`config.mk`:
```
export PLATFORM = sky130hd
export DESIGN_NAME = sound_glu
export DESIGN_NICKNAME = d
export VERILOG_FILES = /design/src/rtl/sound_glu_pkg.sv /design/src/rtl/sound_glu.sv
export SDC_FILE = /design/constraint.sdc
export NUM_CORES = 1
export LEC_CHECK = 0
export BUFFER_PORTS_ARGS = -buffer_cell sky130_fd_sc_hd__clkbuf_2
export CORE_UTILIZATION = 32
export CTS_BUF_LIST = sky130_fd_sc_hd__clkbuf_4 sky130_fd_sc_hd__clkbuf_8
export CTS_CLUSTER_DIAMETER = 120
export DETAILED_ROUTE_END_ITERATION = 7
export RECOVER_POWER = 50
export SYNTH_ARGS = -nofsm -noshare
export SYNTH_HDL_FRONTEND = slang
export SYNTH_SLANG_ARGS = --single-unit
```
`constraint.sdc`:
```
create_clock -name clk_i -period 2.95 [get_ports clk_i]
set_clock_uncertainty 0.1 [all_clocks]
set_input_delay 0 -clock clk_i [delete_from_list [all_inputs] [get_ports clk_i]]
set_output_delay 0 -clock clk_i [all_outputs]
set_load 0.02 [all_outputs]
```
`src/rtl/sound_glu_pkg.sv`:
```
// Shared definitions for the sound GLU: bus register offsets, control bit
// positions and the access sequencer states.
package sound_glu_pkg;

  localparam logic [1:0] REG_CTRL    = 2'd0;
  localparam logic [1:0] REG_DATA    = 2'd1;
  localparam logic [1:0] REG_ADDR_LO = 2'd2;
  localparam logic [1:0] REG_ADDR_HI = 2'd3;

  localparam int CTRL_BUSY     = 7;
  localparam int CTRL_TARGET   = 6;
  localparam int CTRL_AUTO_INC = 5;
  localparam int CTRL_VOL_MSB  = 3;

  typedef enum logic [1:0] {
    ST_IDLE     = 2'd0,
    ST_WAIT_DOC = 2'd1,
    ST_DOC_ACC  = 2'd2,
    ST_RAM_ACC  = 2'd3
  } state_t;

endpackage

```
`src/rtl/sound_glu.sv`:
```
// Sound GLU: bus-visible control/data/address registers that sequence
// single-byte accesses to either the DOC or the sound RAM.
//
// state       | meaning
// ST_IDLE     | no access in flight, data register accepts strobes
// ST_WAIT_DOC | DOC access pending until doc_ready_i rises
// ST_DOC_ACC  | doc_cs_n_o low, counting down DOC_ACCESS_CYCLES
// ST_RAM_ACC  | RAM strobe held until ram_ready_i
module sound_glu
  import sound_glu_pkg::*;
#(
  parameter int DOC_ACCESS_CYCLES = 2
) (
  input  logic        clk_i,
  input  logic        reset_n_i,
  input  logic [1:0]  a2_reg_i,
  input  logic        a2_rd_i,
  input  logic        a2_wr_i,
  input  logic [7:0]  a2_data_i,
  output logic [7:0]  a2_data_o,
  output logic        doc_cs_n_o,
  output logic        doc_we_n_o,
  output logic [7:0]  doc_addr_o,
  output logic [7:0]  doc_data_o,
  input  logic [7:0]  doc_data_i,
  input  logic        doc_ready_i,
  output logic [15:0] ram_addr_o,
  output logic [7:0]  ram_data_o,
  output logic        ram_rd_o,
  output logic        ram_wr_o,
  input  logic        ram_ready_i,
  input  logic [7:0]  ram_data_i,
  output logic [3:0]  volume_o
);

  localparam logic [3:0] DOC_CYC = 4'(DOC_ACCESS_CYCLES);

  state_t      state;
  logic [15:0] addr;
  logic [15:0] acc_addr;
  logic [7:0]  latch;
  logic        target;
  logic        auto_inc;
  logic [3:0]  volume;
  logic        acc_write;
  logic        acc_inc;
  logic [3:0]  cnt;

  logic        busy;
  logic        start;
  logic        done;
  logic [15:0] addr_next;

  assign busy  = (state != ST_IDLE);
  assign start = (state == ST_IDLE) && (a2_reg_i == REG_DATA) && (a2_wr_i || a2_rd_i);
  assign done  = ((state == ST_DOC_ACC) && (cnt == 4'd1)) ||
                 ((state == ST_RAM_ACC) && ram_ready_i);

  // Bus byte writes override the auto-increment for the byte they touch.
  always_comb begin
    addr_next = addr;
    if (done && acc_inc) addr_next = addr + 16'd1;
    if (a2_wr_i && (a2_reg_i == REG_ADDR_LO)) addr_next[7:0]  = a2_data_i;
    if (a2_wr_i && (a2_reg_i == REG_ADDR_HI)) addr_next[15:8] = a2_data_i;
  end

  always_ff @(posedge clk_i or negedge reset_n_i) begin
    if (!reset_n_i) begin
      state     <= ST_IDLE;
      addr      <= 16'h0000;
      acc_addr  <= 16'h0000;
      latch     <= 8'h00;
      target    <= 1'b0;
      auto_inc  <= 1'b0;
      volume    <= 4'h0;
      acc_write <= 1'b0;
      acc_inc   <= 1'b0;
      cnt       <= 4'h0;
    end else begin
      addr <= addr_next;
      if (a2_wr_i && (a2_reg_i == REG_CTRL)) begin
        target   <= a2_data_i[CTRL_TARGET];
        auto_inc <= a2_data_i[CTRL_AUTO_INC];
        volume   <= a2_data_i[CTRL_VOL_MSB:0];
      end
      case (state)
        ST_IDLE: begin
          if (start) begin
            acc_addr  <= addr;
            acc_write <= a2_wr_i;
            acc_inc   <= auto_inc;
            cnt       <= DOC_CYC;
            if (a2_wr_i) latch <= a2_data_i;
            if (target)           state <= ST_RAM_ACC;
            else if (doc_ready_i) state <= ST_DOC_ACC;
            else                  state <= ST_WAIT_DOC;
          end
        end
        ST_WAIT_DOC: begin
          if (doc_ready_i) state <= ST_DOC_ACC;
        end
        ST_DOC_ACC: begin
          if (cnt == 4'd1) begin
            if (!acc_write) latch <= doc_data_i;
            state <= ST_IDLE;
          end else begin
            cnt <= cnt - 4'd1;
          end
        end
        ST_RAM_ACC: begin
          if (ram_ready_i) begin
            if (!acc_write) latch <= ram_data_i;
            state <= ST_IDLE;
          end
        end
        default: state <= ST_IDLE;
      endcase
    end
  end

  always_comb begin
    a2_data_o = 8'h00;
    case (a2_reg_i)
      REG_CTRL:    a2_data_o = {busy, target, auto_inc, 1'b0, volume};
      REG_DATA:    a2_data_o = latch;
      REG_ADDR_LO: a2_data_o = addr[7:0];
      REG_ADDR_HI: a2_data_o = addr[15:8];
      default:     a2_data_o = 8'h00;
    endcase
  end

  // Strobes decode straight from state so a reset releases them at once.
  assign doc_cs_n_o = (state != ST_DOC_ACC);
  assign doc_we_n_o = !((state == ST_DOC_ACC) && acc_write);
  assign doc_addr_o = acc_addr[7:0];
  assign doc_data_o = latch;
  assign ram_rd_o   = (state == ST_RAM_ACC) && !acc_write;
  assign ram_wr_o   = (state == ST_RAM_ACC) && acc_write;
  assign ram_addr_o = acc_addr;
  assign ram_data_o = latch;
  assign volume_o   = volume;

endmodule

```
==> impl_summary.log, run 1 <==
INFO  metric timing.final.max_slew_violations = 33
INFO  metric critical-path-max-stage-delay = 540 ps
INFO  metric cts_tree = built
INFO  metric synthArstFlopShare = 100%
INFO  metric yosysSeqAreaShare = 44.9%
INFO  metric tritoncts_num_sinks = 54
INFO  metric synth.top_cell.area_share = 44.9%
INFO  metric grt_util_met1 = 22.9%
INFO  metric critical_path.max_fanout = 11
INFO  metric die_footprint = 0.00980 mm2
INFO  metric cts_made_buffers = 5
INFO  metric vias = 2478
INFO  metric drc = 0
INFO  metric worst_hold_slack = 19.9 ps
INFO  metric use_met3 = 3.12%
INFO  metric cts_buffer_depth = 2
INFO  metric number_of_cells_produced_by_synthesis = 282
INFO  metric post_route_cells_drive_above_1_share = 26.7%
INFO  metric r2r_cells = 6
INFO  metric period_minus_slack = 2570 ps
INFO  metric worst-slew-pin-transition = 1800 ps
INFO  metric synth-warning-count = 0
INFO  metric multi_input_comb_area = 0.00143 mm2
INFO  metric path_cells = inv_1, ha_1, or4b_4, a2111o_1, or4_1, a31oi_1
INFO  metric hp-class = in -> reg
INFO  metric fp.dieH = 99.0 um
INFO  metric syn_nets = 317
INFO  metric chipWidth = 99.0 um
INFO  metric finalCritPeriodShare = 87.3%
INFO  metric timing.critical_path.arrival = 2710 ps
INFO  metric critical_path.slowest_cell = sky130_fd_sc_hd__a2111o_1
INFO  metric seqCellArea = 0.00135 mm2
INFO  metric routed_wirelength = 7730 um
INFO  metric drt-vias-per-instance = 5.18
INFO  metric setup.worst_path.start = cnt[1]
INFO  metric dp_hpwl = 5740 um
INFO  metric worst_ir_drop_vdd = 0.295 mV
INFO  metric htree_levels = 2
INFO  metric buffer_ports.inserted = 87
INFO  metric cts_root_buffer = sky130_fd_sc_hd__clkbuf_8
INFO  metric critical_path_class = reg -> reg
INFO  metric final_antenna_net_count = 0
INFO  metric reg2reg_to = addr[15]
INFO  metric placer_s_final_routability_congestion_estimate = 0.795
INFO  metric first_pass_iters = 5
INFO  metric slew_headroom = -20.3%
INFO  metric clkSlewWorstSetupHoldPaths = 100 ps
INFO  metric flow.area_growth_from_synthesis = 21.5%
INFO  metric synthDistinctLibCells = 44
INFO  metric finalHoldViolations = 0
INFO  metric cp.required = 3090 ps
INFO  metric crit_path_end_kind = flop
INFO  metric initial_cell_density_of_the_core = 32.7%
INFO  metric design.portCount = 88
INFO  metric synth_top_cell_by_area = sky130_fd_sc_hd__dfrtp_1
INFO  metric setup_viol = 0
INFO  metric grt_start_max_net_pins = 33
INFO  metric insertedDiodeCount = 0
INFO  metric rsz0062_at_grt = false
INFO  metric power.density = 978 mW/mm2
INFO  metric r2r_setup_slack = 380 ps
INFO  metric top_ff_cell_synth = sky130_fd_sc_hd__dfrtp_1
INFO  metric grt-busiest-layer = met2
INFO  metric fin_setup_tns = 0 ps
INFO  metric syn_area = 0.00301 mm2
INFO  metric timing.fmax = 388 MHz
INFO  metric synth.ff_latch_count = 54
INFO  metric grt.total_usage = 16.2%
INFO  metric maxCapViolCount = 1
INFO  metric synth_area_leaders = sky130_fd_sc_hd__dfrtp_1, sky130_fd_sc_hd__mux2_2, sky130_fd_sc_hd__mux4_2
INFO  metric failed_checks = max-capacitance violations, max-slew violations
INFO  metric global_route_overflow = 0
INFO  metric setup_buffers_after_cts = 0
INFO  metric final_core_utilization = 39.8%
INFO  metric critical_path.endpoint = addr[15]
INFO  metric outcome = finished, violations left
INFO  metric fillCellCount = 929
INFO  metric floorplan.rows = 35
INFO  metric clock_insertion_delay_worst_skew = 310 ps
INFO  metric wire_per_inst = 16.2 um
INFO  metric drtIter0Drc = 107
INFO  metric cp-start-kind = flop
INFO  metric fin_nets = 401
INFO  metric timing.rr.start = cnt[1]
INFO  metric synth_enable_flop_cells = 0
INFO  metric power_leakage = 0.00149 uW
INFO  metric core_area = 0.00920 mm2
INFO  metric syn_avg_cell_area = 10.7 um2
INFO  metric grt_pass1_wl = 12300 um
INFO  metric grt_pass1_vias = 2283
INFO  metric antenna_found_initial = 0
INFO  metric grt_util_met2 = 26.1%
power by group:
part           total, uW  switching [uW]  internal [uW]
clock network        610             248            362
logic               1620             978            638
registers           1350             320           1030
routing by layer:
metal  wire length (um)  up-vias
met4                 35        0
met1               3700     1219
met5                  0        -
met3                375        4
li1                   -     1173
met2               3620       82
cell usage in the layout, fill, tap and decap left out, types with 6 or more instances in the layout:
master and count:
sky130_fd_sc_hd__mux4_2 7, sky130_fd_sc_hd__clkbuf_2 42, sky130_fd_sc_hd__mux2_2 32, sky130_fd_sc_hd__nor2_1 29, sky130_fd_sc_hd__clkbuf_1 46, sky130_fd_sc_hd__inv_1 8
sky130_fd_sc_hd__a31oi_1 8, sky130_fd_sc_hd__nand3_1 10, sky130_fd_sc_hd__nand2_1 11, sky130_fd_sc_hd__clkbuf_8 6, sky130_fd_sc_hd__mux2i_1 9, sky130_fd_sc_hd__dlygate4sd3_1 14
sky130_fd_sc_hd__dfrtp_1 54, sky130_fd_sc_hd__xnor2_1 6, sky130_fd_sc_hd__a21oi_1 21, sky130_fd_sc_hd__or3_1 7
synthesized netlist by cell type (all sizes together) (3+ instances only):
master  count
inv         8
a31oi       8
ha          3
buf        22
dfrtp      54
nand2      11
xnor2       6
a21oi      21
clkbuf      8
mux2       32
mux4        7
nand4       3
mux2i       9
o21ai       8
or3         7
nor2       29
nand3      10
nor2b       3
logic make-up after synthesis:
kind of cell	after synthesis	share of synthesized area, %
flip-flops	54	44.9
XOR/XNOR	8	2.33
adder cells (fa/ha/maj)	3	1.25
buffers and inverters	38	7.48
AO/OA/AOI/OAI	53	10.8
multiplexers	48	20.2
AND/OR/NAND/NOR	78	13.0
worst min-delay path by stage:
stage | cells after the start | end | from | slack [ps]
2_1_floorplan | 0 | acc_inc | reset_n_i | -400
3_3_place_gp | 1 | doc_data_o[5] | reset_n_i | 30
3_5_place_dp | 1 | doc_data_o[6] | reset_n_i | 40
4_1_cts | 4 | doc_data_o[2] | doc_data_i[2] | 20
5_1_grt | 4 | doc_data_o[2] | doc_data_i[2] | 20
6_report | 4 | doc_data_o[2] | ram_data_i[2] | 20
through the flow:
stage / area, um2 / total power [uW] / std cells / worst slack, ps
floorplan: 3010 / 2610 / 282 / 582
global placement: 3430 / 3020 / 456 / 431
detailed placement: 3430 / 3040 / 456 / 388
CTS: 3720 / 3690 / 478 / 372
global route: 3660 / 3810 / 478 / 235
finish: 3660 / 3580 / 478 / 376
area by class of cell:
cell class	count	area share (%)
Tap cell	111	3.80
Clock inverter	2	1.64
Clock buffer	6	2.26
Multi-Input combinational cell	190	39.2
Sequential cell	54	36.9
Inverter	8	0.821
Timing Repair Buffer	107	15.3
worst max-delay path: cells and delay by family, from the launching register on:
| kind | cells | cell delay, ps |
|---|---|---|
| simple gates | 2 | 1020 |
| flops | 1 | 400 |
| fa+ha+maj | 1 | 170 |
| buf+inv | 1 | 90 |
| compound gates | 2 | 700 |
repair_timing:
action / in CTS / in global routing
resized for setup: 0 / 0
hold endpoints to repair: 55 / 0
hold buffers: 14 / 0
sequential cells by signal (all words and copies together), names as in the netlist:
register,flops
acc_write,1
addr,16
auto_inc,1
state,2
target,1
cnt,4
volume_o,4
ram_addr_o,16
acc_inc,1
doc_data_o,8
Note: power is estimated with default switching activity, not from simulation.
==> run 2: changes to the inputs <==
- CELL_PAD_IN_SITES_DETAIL_PLACEMENT: unset -> 0
- CELL_PAD_IN_SITES_GLOBAL_PLACEMENT: unset -> 1
- PLACE_DENSITY_LB_ADDON: unset -> 0.1
==> impl_summary.log, run 2 (synthesis gave the netlist of run 1 again) <==
INFO  metric setup_buffers_after_cts = 0
INFO  metric grt.total_usage = 17.3%
INFO  metric final_antenna_net_count = 0
INFO  metric worst_ir_drop_vdd = 0.349 mV
INFO  metric worst_hold_slack = 9.06 ps
INFO  metric vias = 2420
INFO  metric power.density = 957 mW/mm2
INFO  metric setup_slack = 330 ps
INFO  metric post_route_cells_drive_above_1_share = 27.2%
INFO  metric timing.critical_path.arrival = 2760 ps
INFO  metric fin_setup_tns = 0 ps
INFO  metric finalHoldViolations = 0
INFO  metric fin_area = 0.00364 mm2
INFO  metric fp.dieH = 99.0 um
INFO  metric grt_pass1_vias = 2268
INFO  metric timing.fmax = 382 MHz
INFO  metric critical_path.endpoint = addr[15]
INFO  metric initial_cell_density_of_the_core = 32.7%
INFO  metric grt_pass1_wl = 12700 um
INFO  metric rsz0062_at_grt = false
INFO  metric wire_per_inst = 17.1 um
INFO  metric r2r_cells = 6
INFO  metric critical_path_class = reg -> reg
INFO  metric cp-start-kind = flop
INFO  metric antenna_found_initial = 0
INFO  metric setup_viol = 0
INFO  metric die_footprint = 0.00980 mm2
INFO  metric floorplan.rows = 35
INFO  metric cts_buffer_depth = 2
INFO  metric flow.area_growth_from_synthesis = 20.9%
INFO  metric cts_tree = built
INFO  metric outcome = completed
INFO  metric drt-vias-per-instance = 5.05
INFO  metric timing.rr.start = cnt[1]
INFO  metric maxCapViolCount = 0
INFO  metric core_area = 0.00920 mm2
INFO  metric buffer_ports.inserted = 87
INFO  metric first_pass_iters = 4
INFO  metric routed_wirelength = 8210 um
INFO  metric insertedDiodeCount = 0
INFO  metric clock_insertion_delay_worst_skew = 320 ps
INFO  metric slew_headroom = 3.31%
INFO  metric grt_start_max_net_pins = 55
INFO  metric detailedPlace.worstSlack = 366 ps
INFO  metric cts_root_buffer = sky130_fd_sc_hd__clkbuf_8
INFO  metric clkSlewWorstSetupHoldPaths = 100 ps
INFO  metric worst-slew-pin-transition = 1450 ps
INFO  metric hold_depth = 4
INFO  metric path_cells = inv_1, ha_1, or4b_4, a2111o_1, or4_1, a31oi_1
INFO  metric reg2reg_to = addr[15]
INFO  metric r2r_setup_slack = 330 ps
INFO  metric finalCritPeriodShare = 88.8%
INFO  metric dp_hpwl = 5850 um
INFO  metric timing.final.max_slew_violations = 0
INFO  metric final_common_cell = sky130_fd_sc_hd__dfrtp_1
INFO  metric detailed_place.area = 0.00343 mm2
INFO  metric drc = 0
INFO  metric critical_path.max_fanout = 11
INFO  metric placer_s_final_routability_congestion_estimate = 0.773
INFO  metric cp.required = 3090 ps
INFO  metric tritoncts_num_sinks = 54
INFO  metric design.portCount = 88
INFO  metric cts_made_buffers = 5
INFO  metric power_leakage = 0.00149 uW
INFO  metric critical_path.slowest_cell = sky130_fd_sc_hd__a2111o_1
INFO  metric final_core_utilization = 39.6%
INFO  metric htree_levels = 2
INFO  metric most-common-layout-cells = sky130_fd_sc_hd__dfrtp_1, sky130_fd_sc_hd__clkbuf_2, sky130_fd_sc_hd__clkbuf_1, sky130_fd_sc_hd__mux2_2, sky130_fd_sc_hd__nor2_1
INFO  metric period_minus_slack = 2620 ps
INFO  metric drtIter0Drc = 84
INFO  metric hp-class = in -> reg
INFO  metric chipWidth = 99.0 um
INFO  metric global_route_overflow = 0
INFO  metric critical-path-max-stage-delay = 550 ps
INFO  metric crit_path_end_kind = flop
INFO  metric setup.worst_path.start = cnt[1]
INFO  metric fin_nets = 402
run 2: cell types whose count changed in the layout (fill, tap and decap cells not counted):
cell	change
sky130_fd_sc_hd__clkbuf_1	-2
sky130_fd_sc_hd__clkbuf_4	+1
sky130_fd_sc_hd__clkbuf_8	-1
sky130_fd_sc_hd__dlygate4sd3_1	+1
sky130_fd_sc_hd__clkbuf_2	+2
sky130_fd_sc_hd__bufinv_16	-1
sky130_fd_sc_hd__clkinvlp_4	+1
run 2: area by class of cell:
type / count / area, um2
Clock buffer: 6 / 76.3
Fill cell: 945 / 5560
Tap cell: 111 / 139
Multi-Input combinational cell: 190 / 1430
Sequential cell: 54 / 1350
Clock inverter: 2 / 37.5
Timing Repair Buffer: 108 / 573
Inverter: 8 / 30.0
run 2: critical path, delay by kind of cell, from the launching register on:
| kind | cells | cell delay (ps) |
|---|---|---|
| compound gates | 2 | 710 |
| fa+ha+maj | 1 | 170 |
| buf+inv | 1 | 100 |
| flops | 1 | 410 |
| simple gates | 2 | 1040 |
run 2: where the power goes:
group          internal (uW)  total, uW  leakage [uW]  switching (uW)
Sequential              1030       1330      0.000615             300
Clock                    263        525     0.0000548             261
Combinational            639       1630      0.000819             993
Total                   1930       3490       0.00149            1550
run 2: how the worst min path moves through the flow:
stage	start	to	slack, ps
floorplan	reset_n_i	acc_inc	-400
global placement	reset_n_i	volume_o[0]	100
detailed placement	reset_n_i	volume_o[0]	100
CTS	doc_data_i[0]	doc_data_o[0]	5
global route	doc_data_i[1]	doc_data_o[1]	40
finish	doc_data_i[1]	doc_data_o[1]	9
run 2: metal layers:
layer  GRT usage (%)  wire length [um]  vias to the layer above
li1                -                 -                     1178
met1            24.4              4010                     1172
met2            27.8              3830                       61
met3            2.34               283                        9
met4            4.71                97                        0
met5               0                 0                        -
run 2: stage by stage:
stage               cells  total power, uW
finish                479             3490
global route          479             3730
CTS                   479             3600
detailed placement    456             3050
global placement      456             3040
floorplan             282             2610
run 2: what timing repair did:
item                      in CTS  in global routing
hold endpoints to repair      80                  0
gates resized for setup        0                  0
hold buffers                  15                  0
